--- config.mk ---
export PLATFORM = sky130hd
export DESIGN_NAME = core_ex_mdu
export DESIGN_NICKNAME = d
export VERILOG_FILES = /design/src/rtl/core_pkg.sv /design/src/rtl/core_ex_mdu_addsub.sv /design/src/rtl/core_ex_mdu.sv
export SDC_FILE = /design/constraint.sdc
export NUM_CORES = 1
export LEC_CHECK = 0
export CORE_ASPECT_RATIO = 1.4
export CORE_UTILIZATION = 50
export DETAILED_ROUTE_END_ITERATION = 8
export MAX_ROUTING_LAYER = met4
export PLACE_DENSITY = 0.73
export SYNTH_ARGS = -nofsm -noshare
export SYNTH_HDL_FRONTEND = slang
export SYNTH_SLANG_ARGS = --single-unit
--- constraint.sdc ---
create_clock -name clk -period 4.3 [get_ports clk]
set_clock_uncertainty 0.2 [all_clocks]
set_input_delay 1.075 -clock clk [delete_from_list [all_inputs] [get_ports clk]]
set_output_delay 1.075 -clock clk [all_outputs]
set_load 0.01 [all_outputs]
--- src/rtl/core_pkg.sv ---
// Shared core types: MDU opcodes, MDU states, MDU constants.
// Imported by the EX-stage multiply/divide unit.
package core_pkg;

  typedef enum logic [2:0] {
    MDU_MUL    = 3'd0,
    MDU_MULH   = 3'd1,
    MDU_MULHSU = 3'd2,
    MDU_MULHU  = 3'd3,
    MDU_DIV    = 3'd4,
    MDU_DIVU   = 3'd5,
    MDU_REM    = 3'd6,
    MDU_REMU   = 3'd7
  } mdu_op_e;

  typedef enum logic [1:0] {
    MDU_IDLE,
    MDU_CALC,
    MDU_FIX,
    MDU_DONE
  } mdu_state_e;

  localparam logic [31:0] MDU_DIV0_Q = 32'hFFFF_FFFF;
  localparam logic [31:0] MDU_OVF_Q  = 32'h8000_0000;

endpackage

--- src/rtl/core_ex_mdu_addsub.sv ---
// Shared add/sub for the MDU: y = a + b or a - b, with carry out.
// Ports: a, b, sub in; y, co out (co=1 on subtract means no borrow).
module core_ex_mdu_addsub #(
  parameter int W = 33
) (
  input  logic [W-1:0] a,
  input  logic [W-1:0] b,
  input  logic         sub,
  output logic [W-1:0] y,
  output logic         co
);

  logic [W-1:0] bx;

  assign bx      = sub ? ~b : b;
  assign {co, y} = {1'b0, a} + {1'b0, bx} + {{W{1'b0}}, sub};

endmodule

--- src/rtl/core_ex_mdu.sv ---
// Iterative RV32M multiply/divide unit beside the EX ALU.
// Ports: clk, rest, op_wait_handle, op_start, op, in1, in2, flush; op_ready, out, busy.
module core_ex_mdu
  import core_pkg::*;
#(
  parameter int XLEN  = 32,
  parameter int CNT_W = 6
) (
  input  logic            clk,
  input  logic            rest,
  input  logic            op_wait_handle,
  input  logic            op_start,
  input  logic [2:0]      op,
  input  logic [XLEN-1:0] in1,
  input  logic [XLEN-1:0] in2,
  input  logic            flush,
  output logic            op_ready,
  output logic [XLEN-1:0] out,
  output logic            busy
);

  mdu_state_e      state, state_d;
  logic [CNT_W-1:0] cnt;
  mdu_op_e         op_q, op_e;
  logic [XLEN-1:0] hi, lo, bq;
  logic            neg_q, negr_q;

  logic            s1, s2, neg1, neg2;
  logic [XLEN-1:0] abs1, abs2;
  logic            dz, ovf, fast, cap, start;
  logic [XLEN-1:0] fast_val;

  logic [XLEN:0]   as_a, as_b, as_y;
  logic            as_sub, as_co;
  logic [XLEN-1:0] hi_n, lo_n;

  logic [2*XLEN-1:0] prod_s;
  logic [XLEN-1:0]   quot_s, rem_s, res;

  assign op_e  = mdu_op_e'(op);
  assign start = op_start && op_wait_handle;

  assign s1 = (op_e == MDU_MULH) || (op_e == MDU_MULHSU) ||
              (op_e == MDU_DIV)  || (op_e == MDU_REM);
  assign s2 = (op_e == MDU_MULH) ||
              (op_e == MDU_DIV)  || (op_e == MDU_REM);

  assign neg1 = s1 && in1[XLEN-1];
  assign neg2 = s2 && in2[XLEN-1];
  assign abs1 = neg1 ? -in1 : in1;
  assign abs2 = neg2 ? -in2 : in2;

  assign dz   = (in2 == '0);
  assign ovf  = ((op_e == MDU_DIV) || (op_e == MDU_REM)) &&
                (in1 == MDU_OVF_Q) && (&in2);
  assign fast = op_e[2] && (dz || ovf);

  always_comb begin
    fast_val = '0;
    unique case (1'b1)
      dz && !op_e[1]:  fast_val = MDU_DIV0_Q;
      dz && op_e[1]:   fast_val = in1;
      ovf && !op_e[1]: fast_val = MDU_OVF_Q;
      default:         fast_val = '0;
    endcase
  end

  // Multiply gates the multiplicand by the multiplier LSB;
  // divide trial-subtracts the divisor from the shifted remainder.
  assign as_sub = op_q[2];
  assign as_a   = op_q[2] ? {hi, lo[XLEN-1]} : {1'b0, hi};
  assign as_b   = op_q[2] ? {1'b0, bq} :
                  {1'b0, bq & {XLEN{lo[0]}}};

  core_ex_mdu_addsub #(.W(XLEN+1)) u_addsub (
    .a   (as_a),
    .b   (as_b),
    .sub (as_sub),
    .y   (as_y),
    .co  (as_co)
  );

  always_comb begin
    hi_n = as_y[XLEN:1];
    lo_n = {as_y[0], lo[XLEN-1:1]};
    if (op_q[2]) begin
      hi_n = as_co ? as_y[XLEN-1:0] : as_a[XLEN-1:0];
      lo_n = {lo[XLEN-2:0], as_co};
    end
  end

  assign prod_s = neg_q  ? -{hi, lo} : {hi, lo};
  assign quot_s = neg_q  ? -lo : lo;
  assign rem_s  = negr_q ? -hi : hi;

  always_comb begin
    res = '0;
    unique case (op_q)
      MDU_MUL:                         res = prod_s[XLEN-1:0];
      MDU_MULH, MDU_MULHSU, MDU_MULHU: res = prod_s[2*XLEN-1:XLEN];
      MDU_DIV, MDU_DIVU:               res = quot_s;
      MDU_REM, MDU_REMU:               res = rem_s;
      default:                         res = '0;
    endcase
  end

  always_comb begin
    state_d = state;
    cap     = 1'b0;
    unique case (state)
      MDU_IDLE: cap = op_wait_handle;
      MDU_CALC: begin
        if (start) cap = 1'b1;
        else if (cnt == CNT_W'(XLEN-1)) state_d = MDU_FIX;
      end
      MDU_FIX: begin
        if (start) cap = 1'b1;
        else state_d = MDU_DONE;
      end
      MDU_DONE: begin
        if (start) cap = 1'b1;
        else if (!op_wait_handle) state_d = MDU_IDLE;
      end
      default: state_d = MDU_IDLE;
    endcase
    if (cap) state_d = fast ? MDU_DONE : MDU_CALC;
    if (flush) begin
      state_d = MDU_IDLE;
      cap     = 1'b0;
    end
  end

  always_ff @(posedge clk or negedge rest) begin
    if (!rest) begin
      state  <= MDU_IDLE;
      cnt    <= '0;
      op_q   <= MDU_MUL;
      hi     <= '0;
      lo     <= '0;
      bq     <= '0;
      neg_q  <= 1'b0;
      negr_q <= 1'b0;
      out    <= '0;
    end else begin
      state <= state_d;
      if (flush) begin
        cnt <= '0;
      end else if (cap) begin
        cnt    <= '0;
        op_q   <= op_e;
        hi     <= '0;
        lo     <= abs1;
        bq     <= abs2;
        neg_q  <= neg1 ^ neg2;
        negr_q <= neg1;
        if (fast) out <= fast_val;
      end else if (state == MDU_CALC) begin
        cnt <= cnt + 1'b1;
        hi  <= hi_n;
        lo  <= lo_n;
      end else if (state == MDU_FIX) begin
        out <= res;
      end
    end
  end

  assign op_ready = (state == MDU_DONE) ||
                    (state == MDU_IDLE && !op_wait_handle);
  assign busy     = (state == MDU_CALC) || (state == MDU_FIX);

endmodule

==> impl_metrics.xml, run 1 <==
<?xml version="1.0" encoding="UTF-8"?>
<metrics>
  <group name="drt">
    <metric name="antenna_left" unit="">0</metric>
    <metric name="drt-vias-per-instance" unit="">6.24</metric>
    <metric name="finalWirelength" unit="um">49000</metric>
    <metric name="detailedRoute.firstIterationViolations" unit="">1027</metric>
    <metric name="detailroute.via_count" unit="">14000</metric>
    <metric name="wl_per_cell" unit="um">21.8</metric>
    <metric name="drc" unit="">0</metric>
    <metric name="detailedRoute.firstPassIterationCount" unit="">5</metric>
  </group>
  <group name="synthesis">
    <metric name="mean_instance_size_in_the_synthesized_netlist" unit="sq um">7.53</metric>
    <metric name="synthCells" unit="">1801</metric>
    <metric name="ys.warnings.count" unit="">0</metric>
    <metric name="yosys_most_used_dff" unit="">sky130_fd_sc_hd__dfrtp_1</metric>
    <metric name="yosys-top-cells-area" unit="">sky130_fd_sc_hd__dfrtp_1 (26%), sky130_fd_sc_hd__o21ai_0 (7.5%), sky130_fd_sc_hd__nand2_1 (6.3%), sky130_fd_sc_hd__xor2_1 (5.6%), sky130_fd_sc_hd__a21oi_1 (5.5%)</metric>
    <metric name="synth_async_sr_flop_share" unit="">1.00</metric>
    <metric name="register_bit_total_from_synthesis" unit="">141</metric>
    <metric name="yosysSeqAreaShare" unit="">0.260</metric>
    <metric name="synth_fp_nets" unit="">1916</metric>
    <metric name="post_synth_num_cell_types" unit="">71</metric>
    <metric name="post-synth-top-area-fraction" unit="">0.260</metric>
    <metric name="synth_top_area_cell" unit="">sky130_fd_sc_hd__dfrtp_1</metric>
    <metric name="number_of_flops_mapped_to_enable_cells_by_yosys" unit="">0</metric>
    <metric name="post_synth_instance_area" unit="sq um">13600</metric>
  </group>
  <group name="worst_hold_path">
    <metric name="hold_path.class" unit="">reg2reg</metric>
    <metric name="min_to" unit="">bq[23]$_DFFE_PN0P_</metric>
    <metric name="hold-path-cell-count" unit="">2</metric>
    <metric name="hold_path_startpoint" unit="">bq[23]$_DFFE_PN0P_</metric>
  </group>
  <group name="layout">
    <metric name="layout.cells.most_common_list" unit="">sky130_fd_sc_hd__nand2_1 (227), sky130_fd_sc_hd__o21ai_0 (204), sky130_fd_sc_hd__nor2_1 (155)</metric>
    <metric name="postLayoutCellArea" unit="sq um">15900</metric>
    <metric name="antenna-diode-count" unit="">0</metric>
    <metric name="fraction_of_layout_cells_with_a_size_suffix_above_1" unit="">0.108</metric>
    <metric name="fillCellCount" unit="">2472</metric>
    <metric name="finish.cell_count_without_fillers" unit="">2248</metric>
    <metric name="fin_nets" unit="">1985</metric>
    <metric name="mostFrequentLayoutCell" unit="">sky130_fd_sc_hd__nand2_1</metric>
    <metric name="syn2layout_area_growth" unit="%">17.1</metric>
  </group>
  <group name="sta">
    <metric name="timing.max_slew.rel_slack" unit="">0.355</metric>
    <metric name="tightestPinTransition" unit="ns">0.966</metric>
    <metric name="grt_setup_unrepaired" unit="">no</metric>
    <metric name="min_period" unit="ns">4.02</metric>
    <metric name="maxSlewViolCount" unit="">0</metric>
    <metric name="final_min_period_over_clock_period" unit="">0.936</metric>
    <metric name="fmax" unit="MHz">249</metric>
    <metric name="hold_viol_final" unit="">0</metric>
    <metric name="setup_viol" unit="">0</metric>
  </group>
  <group name="placed_design">
    <metric name="place.detailed.instances" unit="">2216</metric>
    <metric name="port_buffers" unit="">105</metric>
    <metric name="dpl.hpwl" unit="um">37600</metric>
    <metric name="gp_congestion" unit="">0.984</metric>
    <metric name="place_area" unit="sq um">15200</metric>
  </group>
  <group name="grt">
    <metric name="grt_start_max_net_pins" unit="">75</metric>
    <metric name="wire_length_of_the_first_global_routing_pass" unit="um">76400</metric>
    <metric name="grt_antenna_before_repair" unit="">0</metric>
    <metric name="grt_overflow" unit="">0</metric>
    <metric name="gr-usage-all-layers" unit="">0.371</metric>
    <metric name="number_of_global_route_vias_before_repair" unit="">13700</metric>
  </group>
  <group name="flow_run">
    <metric name="drv.max_cap_violation_count" unit="">0</metric>
  </group>
  <group name="die">
    <metric name="core" unit="sq um">26700</metric>
    <metric name="die_width" unit="um">141</metric>
    <metric name="fp.dieH" unit="um">197</metric>
    <metric name="initial_core_util" unit="">0.507</metric>
    <metric name="pin_count" unit="">106</metric>
    <metric name="die_area" unit="sq um">27800</metric>
    <metric name="row_count" unit="">71</metric>
  </group>
  <group name="power">
    <metric name="power.net_switching" unit="mW">4.55</metric>
    <metric name="power_leakage" unit="nW">6.58</metric>
    <metric name="cell_internal_power" unit="mW">5.07</metric>
    <metric name="power_frac_clock" unit="">0.167</metric>
    <metric name="power.ir.vdd_worst" unit="mV">0.424</metric>
    <metric name="share_seq_of_total_power" unit="">0.260</metric>
    <metric name="comb_power_share" unit="">0.573</metric>
    <metric name="power.switching_fraction" unit="">0.473</metric>
    <metric name="p_per_area" unit="nW/um^2">606</metric>
  </group>
  <group name="worst_setup_path">
    <metric name="timing.critical_path.arrival" unit="ns">4.18</metric>
    <metric name="critical_path.reg2reg.endpoint" unit="">hi[11]$_DFFE_PN0P_</metric>
    <metric name="r2r_slack" unit="ns">0.30</metric>
    <metric name="worst_r2r_path_depth" unit="">13</metric>
    <metric name="critical_path.reg2reg.startpoint" unit="">op_q[2]$_DFFE_PN0P_</metric>
    <metric name="crit_path_start_kind" unit="">input pin</metric>
    <metric name="cp_data_required_time" unit="ns">4.46</metric>
    <metric name="cp-startpoint" unit="">in2[0]</metric>
    <metric name="cp-end-kind" unit="">flip-flop</metric>
    <metric name="worst-setup-path-type" unit="">in2reg</metric>
    <metric name="critical_path.max_fanout" unit="">43</metric>
  </group>
  <group name="clock_network">
    <metric name="cts-buffers-inserted" unit="">17</metric>
    <metric name="tritoncts_clock_tree" unit="">built</metric>
    <metric name="insertion_delay" unit="ns">0.45</metric>
    <metric name="cts_sinks" unit="">141</metric>
    <metric name="number_of_buffers_inserted_by_post_cts_setup_repair" unit="">0</metric>
    <metric name="number_of_buffers_between_clock_root_and_the_deepest_sink" unit="">2</metric>
    <metric name="cts_root_buffer" unit="">sky130_fd_sc_hd__clkbuf_16</metric>
    <metric name="clkTransAtPathRegs" unit="ns">0.06</metric>
    <metric name="htree_levels" unit="">4</metric>
  </group>
  <group name="run_status">
    <metric name="run_status" unit="">complete, no violations</metric>
  </group>
</metrics>
## cell usage after synthesis, types with 12 or more instances
cell type and instances:
sky130_fd_sc_hd__or3_1 19, sky130_fd_sc_hd__o31ai_1 26, sky130_fd_sc_hd__dfrtp_1 141, sky130_fd_sc_hd__buf_1 16, sky130_fd_sc_hd__o21ai_0 204, sky130_fd_sc_hd__nand2b_1 21
sky130_fd_sc_hd__nor3_1 51, sky130_fd_sc_hd__nand4_1 24, sky130_fd_sc_hd__o22ai_1 19, sky130_fd_sc_hd__xor2_1 86, sky130_fd_sc_hd__a21oi_1 150, sky130_fd_sc_hd__o221ai_1 40
sky130_fd_sc_hd__nand3_1 30, sky130_fd_sc_hd__clkbuf_1 114, sky130_fd_sc_hd__inv_1 34, sky130_fd_sc_hd__nand2_1 227, sky130_fd_sc_hd__ha_1 42, sky130_fd_sc_hd__xnor2_1 69
sky130_fd_sc_hd__nor2b_1 31, sky130_fd_sc_hd__nor2_1 157, sky130_fd_sc_hd__o41ai_1 12, sky130_fd_sc_hd__mux2_2 59, sky130_fd_sc_hd__nor4_1 19, sky130_fd_sc_hd__or4_1 13
sky130_fd_sc_hd__mux2i_1 34
## worst max-delay path: stages
cell and delay, ns:
sky130_fd_sc_hd__clkdlybuf4s50_1 0.46, sky130_fd_sc_hd__inv_1 0.10, sky130_fd_sc_hd__ha_1 0.16, sky130_fd_sc_hd__or3b_2 0.48, sky130_fd_sc_hd__nor4_1 0.32, sky130_fd_sc_hd__nand4_1 0.36, sky130_fd_sc_hd__o31ai_1 0.19, sky130_fd_sc_hd__nor2b_1 0.34
sky130_fd_sc_hd__nor2_4 0.24, sky130_fd_sc_hd__nor3_1 0.25, sky130_fd_sc_hd__a21oi_1 0.07, sky130_fd_sc_hd__o21ai_0 0.13
## metal layers
metal  wire, um  vias to the layer above  track usage
met2      24200                      549        0.628
met3       2500                      157       0.0537
met1      18800                     6660        0.400
met5          0                        -            -
li1           -                     6662            -
met4       3460                        0        0.260
## sequential cells by signal, indices dropped and copies added, names as in the netlist
signal	flops
bq	32
cnt	6
hi	32
lo	32
neg_q	1
negr_q	1
op_q	3
out	32
state	2
## repair_timing
item	4_1_cts	5_1_grt
hold buffers	0	0
setup endpoints to repair	0	3
resized for setup	0	2
## power by group through the flow
stage	logic, mW	clock network [mW]	registers, mW
2_1_floorplan	3.78	0	2.16
3_3_place_gp	5.36	0	2.49
3_5_place_dp	5.40	0	2.50
4_1_cts	5.43	1.63	2.48
5_1_grt	6.00	1.67	2.56
6_report	5.51	1.61	2.50
## kinds of logic (layout without fill, tap and decap cells)
family | after synthesis | count (layout) | synth area share
AOI/OAI and AO/OA | 546 | 546 | 0.245
xor gates and xnor gates | 155 | 155 | 0.100
adders and majority gates | 43 | 43 | 0.0402
buffers and inverters | 171 | 253 | 0.0489
DFF | 141 | 141 | 0.260
muxes | 93 | 93 | 0.0741
and+or+nand+nor | 652 | 652 | 0.231
## stage by stage
step / hold slack, ns / power [mW] / util / worst slack, ns / setup TNS, ns
after floorplan: 0.258 / 5.94 / - / 0.0206 / 0
after global placement: 0.264 / 7.85 / 0.570 / -0.0885 / -0.740
after detailed placement: 0.281 / 7.90 / 0.570 / -0.163 / -2.46
after CTS: 0.295 / 9.55 / 0.593 / 0.266 / 0
after global routing: 0.319 / 10.2 / 0.594 / 0.0203 / 0
final: 0.291 / 9.62 / 0.594 / 0.277 / 0
## layout make-up
cell class	instances	area [sq um]	area share
tap	365	457	0.0288
timing repair buffer	187	1730	0.109
inverter	34	128	0.00804
sequential	141	3530	0.223
clock buffer	25	485	0.0306
clock inverter	7	135	0.00851
multi-input combinational	1489	9410	0.593
## worst max path at each step
stage	end	slack [ns]	cells past startpoint
finish	out[24]$_DFFE_PN0P_	0.28	12
CTS	hi[23]$_DFFE_PN0P_	0.27	13
floorplan	hi[29]$_DFFE_PN0P_	0.02	16
global placement	out[26]$_DFFE_PN0P_	-0.09	10
detailed placement	out[26]$_DFFE_PN0P_	-0.16	10
global route	hi[11]$_DFFE_PN0P_	0.02	13
Power figures use the tool's default switching activity.
==> run 2: changes to the inputs <==
--- a/config.mk
+++ b/config.mk
@@ -7,8 +7,8 @@
 export LEC_CHECK = 0
 export CORE_ASPECT_RATIO = 1.4
 export CORE_UTILIZATION = 50
+export CTS_CLUSTER_SIZE = 20
 export DETAILED_ROUTE_END_ITERATION = 8
-export MAX_ROUTING_LAYER = met4
 export PLACE_DENSITY = 0.73
 export SYNTH_ARGS = -nofsm -noshare
 export SYNTH_HDL_FRONTEND = slang
==> run 2 against run 1 <==
  * Clock power is 11% lower
  * Sequential share of layout area up 0.19 points
  * Maximum frequency up 0.63%
  * Power down 1.9%
  * Highest routed layer unchanged
  * Non-clock buffer count shrank 7
  * Via count grew 0.48%
  * Final area decreased by 0.86%
  * Sequential power increased by 2%
  * Critical endpoint is now hi[11]$_DFFE_PN0P_
  * Global-route usage down 2.2 points
==> impl_metrics.xml, run 2 (synthesized netlist as in run 1, its figures left out) <==
<?xml version="1.0" encoding="UTF-8"?>
<metrics>
  <group name="worst_setup_path">
    <metric name="cp_data_required_time" unit="ns">4.44</metric>
    <metric name="timing.critical_path.slowest_stage_cell" unit="">sky130_fd_sc_hd__dfrtp_4</metric>
    <metric name="r2r_slack" unit="ns">0.30</metric>
    <metric name="worst-setup-path-type" unit="">reg2reg</metric>
    <metric name="worstSetupEndpoint" unit="">hi[11]$_DFFE_PN0P_</metric>
    <metric name="worst_r2r_path_depth" unit="">14</metric>
    <metric name="critical-path-top-cell-by-count" unit="">sky130_fd_sc_hd__o21ai_0</metric>
    <metric name="critical_path.reg2reg.startpoint" unit="">op_q[2]$_DFFE_PN0P_</metric>
    <metric name="crit_chain" unit="">buf_12 -&gt; buf_4 -&gt; mux2_2 -&gt; ha_1 -&gt; a21oi_1 -&gt; o21ai_0 -&gt; a21oi_1 -&gt; o21ai_0 -&gt; o311ai_0 -&gt; a21boi_2 -&gt; buf_4 -&gt; nor2_1 -&gt; a31o_2 -&gt; o21ai_0</metric>
    <metric name="cp-end-kind" unit="">flip-flop</metric>
    <metric name="crit_path_start_kind" unit="">flip-flop</metric>
    <metric name="cp-startpoint" unit="">op_q[2]$_DFFE_PN0P_</metric>
    <metric name="cpPeakStageDelay" unit="ns">0.54</metric>
    <metric name="timing.critical_path.arrival" unit="ns">4.14</metric>
    <metric name="critical_path.reg2reg.endpoint" unit="">hi[11]$_DFFE_PN0P_</metric>
    <metric name="critical_path.max_fanout" unit="">52</metric>
  </group>
  <group name="drt">
    <metric name="drt-vias-per-instance" unit="">6.29</metric>
    <metric name="detailroute.via_count" unit="">14100</metric>
    <metric name="wl_per_cell" unit="um">21.6</metric>
    <metric name="drc" unit="">0</metric>
    <metric name="antenna_left" unit="">0</metric>
    <metric name="finalWirelength" unit="um">48400</metric>
    <metric name="routedLengthMet1" unit="um">18000</metric>
    <metric name="wl_met2" unit="um">24300</metric>
    <metric name="detailedRoute.firstPassIterationCount" unit="">5</metric>
    <metric name="wl_met3" unit="um">2860</metric>
    <metric name="detailedRoute.firstIterationViolations" unit="">1115</metric>
    <metric name="top_layer" unit="">met4</metric>
  </group>
  <group name="layout">
    <metric name="finish.cell_count_without_fillers" unit="">2240</metric>
    <metric name="fraction_of_layout_cells_with_a_size_suffix_above_1" unit="">0.106</metric>
    <metric name="layout.cells.most_common_list" unit="">sky130_fd_sc_hd__nand2_1 (227), sky130_fd_sc_hd__o21ai_0 (204), sky130_fd_sc_hd__nor2_1 (154)</metric>
    <metric name="layout.core_utilization" unit="">0.589</metric>
    <metric name="fillCellCount" unit="">2523</metric>
    <metric name="postLayoutCellArea" unit="sq um">15700</metric>
    <metric name="layout.area.seq" unit="sq um">3530</metric>
    <metric name="antenna-diode-count" unit="">0</metric>
    <metric name="multi_input_area" unit="sq um">9410</metric>
    <metric name="syn2layout_area_growth" unit="%">16.1</metric>
    <metric name="mostFrequentLayoutCell" unit="">sky130_fd_sc_hd__nand2_1</metric>
    <metric name="fin_nets" unit="">1978</metric>
  </group>
  <group name="clock_network">
    <metric name="htree_levels" unit="">4</metric>
    <metric name="post_cts_hold_buffer_count" unit="">0</metric>
    <metric name="number_of_buffers_between_clock_root_and_the_deepest_sink" unit="">2</metric>
    <metric name="cts_sinks" unit="">141</metric>
    <metric name="cts_root_buffer" unit="">sky130_fd_sc_hd__clkbuf_16</metric>
    <metric name="tritoncts_clock_tree" unit="">built</metric>
    <metric name="clkTransAtPathRegs" unit="ns">0.06</metric>
    <metric name="cts-buffers-inserted" unit="">17</metric>
    <metric name="insertion_delay" unit="ns">0.45</metric>
    <metric name="number_of_buffers_inserted_by_post_cts_setup_repair" unit="">0</metric>
  </group>
  <group name="die">
    <metric name="initial_core_util" unit="">0.507</metric>
    <metric name="fp.dieH" unit="um">197</metric>
    <metric name="pin_count" unit="">106</metric>
    <metric name="die_area" unit="sq um">27800</metric>
    <metric name="die_width" unit="um">141</metric>
    <metric name="core" unit="sq um">26700</metric>
    <metric name="row_count" unit="">71</metric>
  </group>
  <group name="flow_run">
    <metric name="drv.max_cap_violation_count" unit="">0</metric>
  </group>
  <group name="worst_hold_path">
    <metric name="hold_path.class" unit="">reg2reg</metric>
  </group>
  <group name="sta">
    <metric name="min_period" unit="ns">4.00</metric>
    <metric name="hold-worst-slack" unit="ns">0.290</metric>
    <metric name="timing.max_slew.rel_slack" unit="">0.386</metric>
    <metric name="hold_viol_final" unit="">0</metric>
    <metric name="final_min_period_over_clock_period" unit="">0.930</metric>
    <metric name="maxSlewViolCount" unit="">0</metric>
    <metric name="fmax" unit="MHz">250</metric>
    <metric name="grt_setup_unrepaired" unit="">no</metric>
    <metric name="final.setup.worst_slack" unit="ns">0.302</metric>
    <metric name="tightestPinTransition" unit="ns">0.919</metric>
    <metric name="setup_viol" unit="">0</metric>
  </group>
  <group name="power">
    <metric name="p_per_area" unit="nW/um^2">599</metric>
    <metric name="power.ir.vdd_worst" unit="mV">0.357</metric>
    <metric name="power_leakage" unit="nW">6.51</metric>
  </group>
  <group name="grt">
    <metric name="number_of_global_route_vias_before_repair" unit="">13600</metric>
    <metric name="wire_length_of_the_first_global_routing_pass" unit="um">75100</metric>
    <metric name="gr-usage-all-layers" unit="">0.350</metric>
    <metric name="grt_overflow" unit="">0</metric>
    <metric name="grt_start_max_net_pins" unit="">88</metric>
    <metric name="grt_antenna_before_repair" unit="">0</metric>
  </group>
  <group name="placed_design">
    <metric name="detailedPlace.worstSlack" unit="ns">-0.168</metric>
    <metric name="gp_congestion" unit="">1.02</metric>
    <metric name="place_area" unit="sq um">15200</metric>
    <metric name="dpl.hpwl" unit="um">37100</metric>
    <metric name="port_buffers" unit="">105</metric>
    <metric name="place.detailed.instances" unit="">2209</metric>
  </group>
  <group name="run_status">
    <metric name="run_status" unit="">complete, no violations</metric>
  </group>
</metrics>
-- run 2: metal layers --
| metal | vias up | global-route usage |
|---|---|---|
| li1 | 6626 | - |
| met1 | 6682 | 0.386 |
| met2 | 620 | 0.621 |
| met3 | 167 | 0.0544 |
| met4 | 0 | 0.223 |
| met5 | - | 0 |
-- run 2: worst max-delay path: cells and delay by family, from the launching register on --
family / cells / cell delay [ns]
simple gates: 1 / 0.10
compound gates: 8 / 1.38
fa+ha+maj: 1 / 0.41
flops: 1 / 0.54
buf+inv: 3 / 0.85
mux: 1 / 0.37
-- run 2: area by class of cell --
| type | instances | area share |
|---|---|---|
| multi-input cells | 1489 | 0.598 |
| flip-flops and latches | 141 | 0.224 |
| repair buffers | 180 | 0.106 |
| clock buffers | 24 | 0.0306 |
| well taps | 365 | 0.0290 |
| inverters | 34 | 0.00811 |
| clock inverters | 7 | 0.00413 |
-- run 2: worst min path at each step --
stage / slack [ns] / to / from / depth (start not counted)
3_3_place_gp: 0.27 / bq[14]$_DFFE_PN0P_ / bq[14]$_DFFE_PN0P_ / 2
3_5_place_dp: 0.28 / bq[19]$_DFFE_PN0P_ / bq[19]$_DFFE_PN0P_ / 2
4_1_cts: 0.30 / bq[26]$_DFFE_PN0P_ / bq[26]$_DFFE_PN0P_ / 2
6_report: 0.29 / bq[5]$_DFFE_PN0P_ / bq[5]$_DFFE_PN0P_ / 2
2_1_floorplan: 0.26 / bq[10]$_DFFE_PN0P_ / bq[10]$_DFFE_PN0P_ / 2
5_1_grt: 0.32 / bq[21]$_DFFE_PN0P_ / bq[21]$_DFFE_PN0P_ / 2
-- run 2: what timing repair did --
| item | in CTS | in global routing |
|---|---|---|
| setup endpoints to repair | 0 | 7 |
| resized for setup | 0 | 3 |
| endpoints found under the hold margin | 0 | 0 |
-- run 2: where the power goes --
group / switching (mW) / internal, mW
logic: 3.20 / 2.24
registers: 0.780 / 1.78
clock network: 0.601 / 0.834
total: 4.58 / 4.85
-- run 2: stage by stage --
step | total power [mW] | TNS (ns)
4_1_cts | 9.32 | 0
2_1_floorplan | 5.94 | 0
3_3_place_gp | 7.76 | -0.252
3_5_place_dp | 7.85 | -1.96
5_1_grt | 10.0 | 0
6_report | 9.43 | 0
==> variant 1, RTL diff (config.mk and constraints of run 1) <==
Re-encode `mdu_state_e` (4 states) as Gray code, 2 bits wide.
--- a/src/rtl/core_pkg.sv
+++ b/src/rtl/core_pkg.sv
@@ -14,10 +14,10 @@
   } mdu_op_e;
 
   typedef enum logic [1:0] {
-    MDU_IDLE,
-    MDU_CALC,
-    MDU_FIX,
-    MDU_DONE
+    MDU_IDLE = 2'b00,
+    MDU_CALC = 2'b01,
+    MDU_FIX  = 2'b11,
+    MDU_DONE = 2'b10
   } mdu_state_e;
 
   localparam logic [31:0] MDU_DIV0_Q = 32'hFFFF_FFFF;
Check against the original RTL: same outputs for any inputs over 10 cycles, from zero or initial values; not proved beyond that.
==> variant 1 against run 1 <==
The run now ends with design-rule violations left; setup slack got worse by 63 ps; critical path depth increased by 2; global-route usage increased by 1.2 points; combinational power increased by 19%; sequential cell count unchanged; synthesized area decreased by 3.3%; design area decreased by 1.3%; power increased by 12%; wire length increased by 0.64%; highest routed layer unchanged.
==> variant 1: results (changes against run 1) <==
Parameter                              Value

Status
  Result of the run ... complete, but fails checks (was completed)
  Violated checks ... design-rule violations

Placed design
  Pre-CTS WS ... -110.3 ps (was -162.9 ps)
  Number of instances in the placed design ... 2,180 (was 2,216)
  Post-DP Area ... 15,050 sq um (was 15,240 sq um)
  Routability-driven placement congestion ratio ... 1.008 (was 0.9838)

Worst setup path
  Slowest stage delay, CP ... 630 ps (was 480 ps)
  Worst reg2reg path depth ... 14 (was 13)
  Critical Path Slowest Stage Cell ... sky130_fd_sc_hd__o21ai_0 (was sky130_fd_sc_hd__or3b_2)
  Arrival time of data at the critical path endpoint ... 4190 ps (was 4180 ps)
  Highest fanout seen on the critical path ... 31 (was 43)

Synthesis
  Share of the yosys chip area belonging to registers ... 26.90% (was 26.02%)
  Synth area leaders ... sky130_fd_sc_hd__dfrtp_1 (27%), sky130_fd_sc_hd__o21ai_0 (9.0%), sky130_fd_sc_hd__nand2_1 (7.0%) (was sky130_fd_sc_hd__dfrtp_1 (26%), sky130_fd_sc_hd__o21ai_0 (7.5%), sky130_fd_sc_hd__nand2_1 (6.3%))
  Nets in the synthesized netlist ... 1,881 (was 1,916)
  Leading post-synthesis cells by instance count ... sky130_fd_sc_hd__nand2_1 (245), sky130_fd_sc_hd__o21ai_0 (235), sky130_fd_sc_hd__nor2_1 (167) (was sky130_fd_sc_hd__nand2_1 (227), sky130_fd_sc_hd__o21ai_0 (204), sky130_fd_sc_hd__nor2_1 (157))

Drt
  Post-detailed-route DRC marker count ... 3 (was 0)
  1st-iter DRT viols ... 1,245 (was 1,027)
  DR vias ... 14,140 (was 14,030)
  Number of detailed-routing iterations run before antenna repair ... 9 (was 5)

Pwr
  Leakage component of the power ... 6.509 nW (was 6.584 nW)
  Peak supply drop ... 0.3975 mV (was 0.4236 mV)
  Power Internal ... 5.525 mW (was 5.065 mW)

Cells and area
  Share of cells above drive strength 1 ... 11.73% (was 10.83%)
  Layout net count ... 1,996 (was 1,985)

STA
  Tmin final ... 4086 ps (was 4023 ps)
  Worst-case headroom to the max-slew limit ... 45.96% (was 35.48%)

Global route
  Maximum number of pins on one net before global-route repair ... 80 (was 75)
  Number of global-route vias before repair ... 13,480 (was 13,720)
  GR Util All Layers ... 38.36% (was 37.15%)
  Antenna violations before repair ... 1 (was 0)
-- variant 1: cell types whose count changed in the layout (fill, tap and decap cells not counted), moves of 10 or more --
cell	run 1	this run
sky130_fd_sc_hd__nand2_1	227	245
sky130_fd_sc_hd__o221ai_1	40	28
sky130_fd_sc_hd__o21ai_0	204	235
sky130_fd_sc_hd__nand3_1	30	19
sky130_fd_sc_hd__buf_4	77	119
sky130_fd_sc_hd__mux2_2	59	30
sky130_fd_sc_hd__nor3_1	51	33
sky130_fd_sc_hd__a21oi_1	150	136
sky130_fd_sc_hd__o21a_1	6	16
sky130_fd_sc_hd__nor2_1	155	165
sky130_fd_sc_hd__nor2b_1	31	5
sky130_fd_sc_hd__a31oi_1	10	22
sky130_fd_sc_hd__o31ai_1	25	36
-- variant 1: power by group through the flow --
stage	Sequential (mW)	Clock (mW)	Combinational (mW)
3_3_place_gp	2.67	0	6.31
5_1_grt	2.76	1.62	7.15
6_report	2.69	1.56	6.55
3_5_place_dp	2.67	0	6.39
2_1_floorplan	2.27	0	4.40
4_1_cts	2.66	1.56	6.43
-- variant 1: cells by family after synthesis --
kind of cell    after synthesis  share of synthesized area [%]
xor+xnor                    155                          10.35
simple gates                615                          21.76
mux                          68                          5.475
fa+ha+maj                    44                          4.255
buf+inv                     164                          4.884
flops                       141                          26.90
compound gates              578                          26.38
-- variant 1: layout make-up --
class,count,area [sq um]
timing repair buffer,229,2046
multi-input combinational,1460,8974
sequential,141,3532
fill,2364,9878
inverter,31,116.4
clock inverter,10,138.9
tap,319,399.1
clock buffer,21,470.5
-- variant 1: worst min-delay path by stage --
stage | from | to | slack, ps | cells past startpoint
2_1_floorplan | bq[10] | bq[10] | 270 | 2
3_3_place_gp | bq[11] | bq[11] | 280 | 2
3_5_place_dp | bq[10] | bq[10] | 290 | 2
4_1_cts | bq[4] | bq[4] | 300 | 2
5_1_grt | bq[26] | bq[26] | 330 | 2
6_report | bq[10] | bq[10] | 300 | 2
-- variant 1: layer usage --
metal  GRT usage, %  vias up  wire length (microns)  share of wire [%]
met1          41.66     6710                  18230                 37
li1               -     6598                      -                  -
met5              -        -                      0                  0
met4          25.35        0                   3581                7.3
met2          65.79      653                  24770                 50
met3          4.767      180                   2767                5.6
==> variant 2, RTL diff (flow settings as in run 1) <==
Without the edit above. The parameter `CNT_W` goes from 6 to 3.
--- a/src/rtl/core_ex_mdu.sv
+++ b/src/rtl/core_ex_mdu.sv
@@ -4,7 +4,7 @@
   import core_pkg::*;
 #(
   parameter int XLEN  = 32,
-  parameter int CNT_W = 6
+  parameter int CNT_W = 3
 ) (
   input  logic            clk,
   input  logic            rest,
Behaviour: same outputs for any inputs over 4 cycles, from zero or initial values; that may be too few to reach the edited logic, so the function may still have changed.
==> variant 2 against run 1 <==
The run now ends with design-rule violations left; die area down 3.8%; setup slack worse by 140 ps; clock power down 5%; via count up 1.7%; wire length down 0.66%; non-clock buffer count up 67; design area about the same; synthesized area down 3.8%; global-route usage up 0.70 points; sequential cell count down 3; count of clock-buffer cells in the layout down 8; power up 12%; critical path type is now register to register; largest cell class unchanged; largest power group unchanged.
==> variant 2: results (changes against run 1) <==
Parameter                              Value

Worst setup path
  Highest fanout seen on the critical path ... 8 (was 43)
  Worst reg2reg path depth ... 14 (was 13)

Synthesis
  Fraction of registers with async set/reset ... 100.0% (unchanged)
  Share of the yosys chip area belonging to registers ... 26.49% (was 26.02%)
  Average size of a mapped cell ... 7.328 sq um (was 7.528 sq um)
  Leading post-synthesis cells by instance count ... sky130_fd_sc_hd__o21ai_0 (261), sky130_fd_sc_hd__nand2_1 (259), sky130_fd_sc_hd__nor2_1 (164) (was sky130_fd_sc_hd__nand2_1 (227), sky130_fd_sc_hd__o21ai_0 (204), sky130_fd_sc_hd__nor2_1 (157))
  Synth area leaders ... sky130_fd_sc_hd__dfrtp_1 (26%), sky130_fd_sc_hd__o21ai_0 (10%), sky130_fd_sc_hd__nand2_1 (7.5%) (was sky130_fd_sc_hd__dfrtp_1 (26%), sky130_fd_sc_hd__o21ai_0 (7.5%), sky130_fd_sc_hd__nand2_1 (6.3%))
  Nets in the synthesized netlist ... 1,895 (was 1,916)
  Count of warnings emitted by yosys ... 0 (unchanged)
  Fraction of synthesized cell area taken by the top area cell type ... 26.49% (was 26.02%)
  Netlist cell types ... 73 (was 71)

Placed design
  Number of instances in the placed design ... 2,204 (was 2,216)
  Routability-driven placement congestion ratio ... 1.018 (was 0.9838)
  Post-DP Area ... 15,150 sq um (was 15,240 sq um)
  Port-buffer cells ... 105 (unchanged)
  HPWL after detailed placement ... 37.29 mm (was 37.60 mm)
  Pre-CTS WS ... -219.6 ps (was -162.9 ps)

Global route
  Global-route wire length before repair ... 75.93 mm (was 76.38 mm)
  GR Util All Layers ... 37.84% (was 37.15%)
  Antenna violations before repair ... 1 (was 0)
  Maximum number of pins on one net before global-route repair ... 68 (was 75)

Drt
  Post-detailed-route DRC marker count ... 18 (was 0)
  Wirelength per Cell ... 21.72 microns (was 21.81 microns)
  DR vias ... 14,260 (was 14,030)
  DR vias/cell ... 6.362 (was 6.240)
  Number of detailed-routing iterations run before antenna repair ... 8 (was 5)
  1st-iter DRT viols ... 1,066 (was 1,027)

Clock network
  Number of buffers created by CTS ... 17 (unchanged)
  Worst skew pair latency ... 450 ps (about the same)
  Post-CTS clock slew at the launch and capture registers of the worst setup and hold paths ... approximately 70 ps
  CTS H-tree depth ... 4 (unchanged)
  CTS max path bufs ... 2 (unchanged)
  CTS Root Cell ... sky130_fd_sc_hd__clkbuf_16 (unchanged)

Status
  Violated checks ... design-rule violations
  Result of the run ... complete, but fails checks (was completed)

Hold path
  Count of cells along the worst hold path ... 2 (unchanged)
  Class of the tightest hold or removal check ... register to register (unchanged)

Pwr
  Leakage component of the power ... 6.622 nW (was 6.584 nW)
  Peak supply drop ... 0.3378 mV (was 0.4236 mV)

Cells and area
  Layout net count ... 2,025 (was 1,985)
  Share of cells above drive strength 1 ... 12.85% (was 10.83%)

STA
  Slew at the pin closest to its max-slew limit ... 1002 ps (was 965.6 ps)
==> variant 2: cell types whose count changed in the layout (fill, tap and decap cells not counted), moves of 12 or more <==
cell                      change
sky130_fd_sc_hd__a21oi_1     -19
sky130_fd_sc_hd__a31oi_1     +14
sky130_fd_sc_hd__buf_4       +62
sky130_fd_sc_hd__mux2_2      -30
sky130_fd_sc_hd__nand2_1     +32
sky130_fd_sc_hd__nand3_1     -16
sky130_fd_sc_hd__nor2b_1     -27
sky130_fd_sc_hd__o21ai_0     +47
sky130_fd_sc_hd__xnor2_1     +12
sky130_fd_sc_hd__xor2_1      -19
==> variant 2: repair_timing <==
| item | CTS | global route |
|---|---|---|
| cloned | 0 | 1 |
| buffers inserted | 0 | 4 |
| endpoints found under the setup margin | 3 | 29 |
| gates resized for setup | 3 | 22 |
| pin swaps | 0 | 2 |
==> variant 2: final timing paths <==
kind                         start     end  slack, ps
setup / recovery           op_q[2]  hi[27]        140
hold / removal              bq[25]  bq[25]        300
setup reg to reg           op_q[2]  hi[27]        140
hold reg to reg             bq[25]  bq[25]        300
max in group asynchronous     rest  bq[18]       2710
min in group asynchronous     rest   lo[5]        380
==> variant 2: worst max-delay path, stage by stage, from the launching register on <==
cell and delay (ps):
sky130_fd_sc_hd__dfrtp_4 520, sky130_fd_sc_hd__buf_2 240, sky130_fd_sc_hd__mux2_2 360, sky130_fd_sc_hd__ha_1 310, sky130_fd_sc_hd__and3_1 210, sky130_fd_sc_hd__a221o_1 410, sky130_fd_sc_hd__a221oi_2 350, sky130_fd_sc_hd__o21ai_2 150
sky130_fd_sc_hd__a2111oi_4 400, sky130_fd_sc_hd__buf_4 170, sky130_fd_sc_hd__o21bai_1 120, sky130_fd_sc_hd__buf_4 160, sky130_fd_sc_hd__xor2_1 180, sky130_fd_sc_hd__o22ai_1 110, sky130_fd_sc_hd__o21ai_0 180
==> variant 2: cell type report <==
cell class	instances	area, sq um
Fill cell	2351	9607
Sequential cell	138	3457
Multi-Input combinational cell	1473	9026
Clock inverter	15	163.9
Inverter	25	93.84
Clock buffer	17	425.4
Tap cell	319	399.1
Antenna cell	1	2.502
Timing Repair Buffer	254	2293
==> variant 2: cells by family after synthesis <==
kind of cell / synth area share (%)
and+or+nand+nor: 21.68
xor gates and xnor gates: 9.943
muxes: 5.500
DFF: 26.49
AOI/OAI and AO/OA: 27.13
buffers and inverters: 4.972
adders and majority gates: 4.281
==> variant 2: routing by layer <==
metal / GRT usage [%] / share of wire, %
met1: 40.09 / 37
met2: 64.31 / 49
met3: 5.878 / 5.9
met4: 28.95 / 7.7
met5: - / 0
==> variant 2: power breakdown <==
group	total [mW]	leakage [nW]	switching, mW	internal [mW]
Combinational	6.71	4.58	3.91	2.80
Clock	1.53	0.279	0.667	0.864
Sequential	2.52	1.76	0.742	1.77
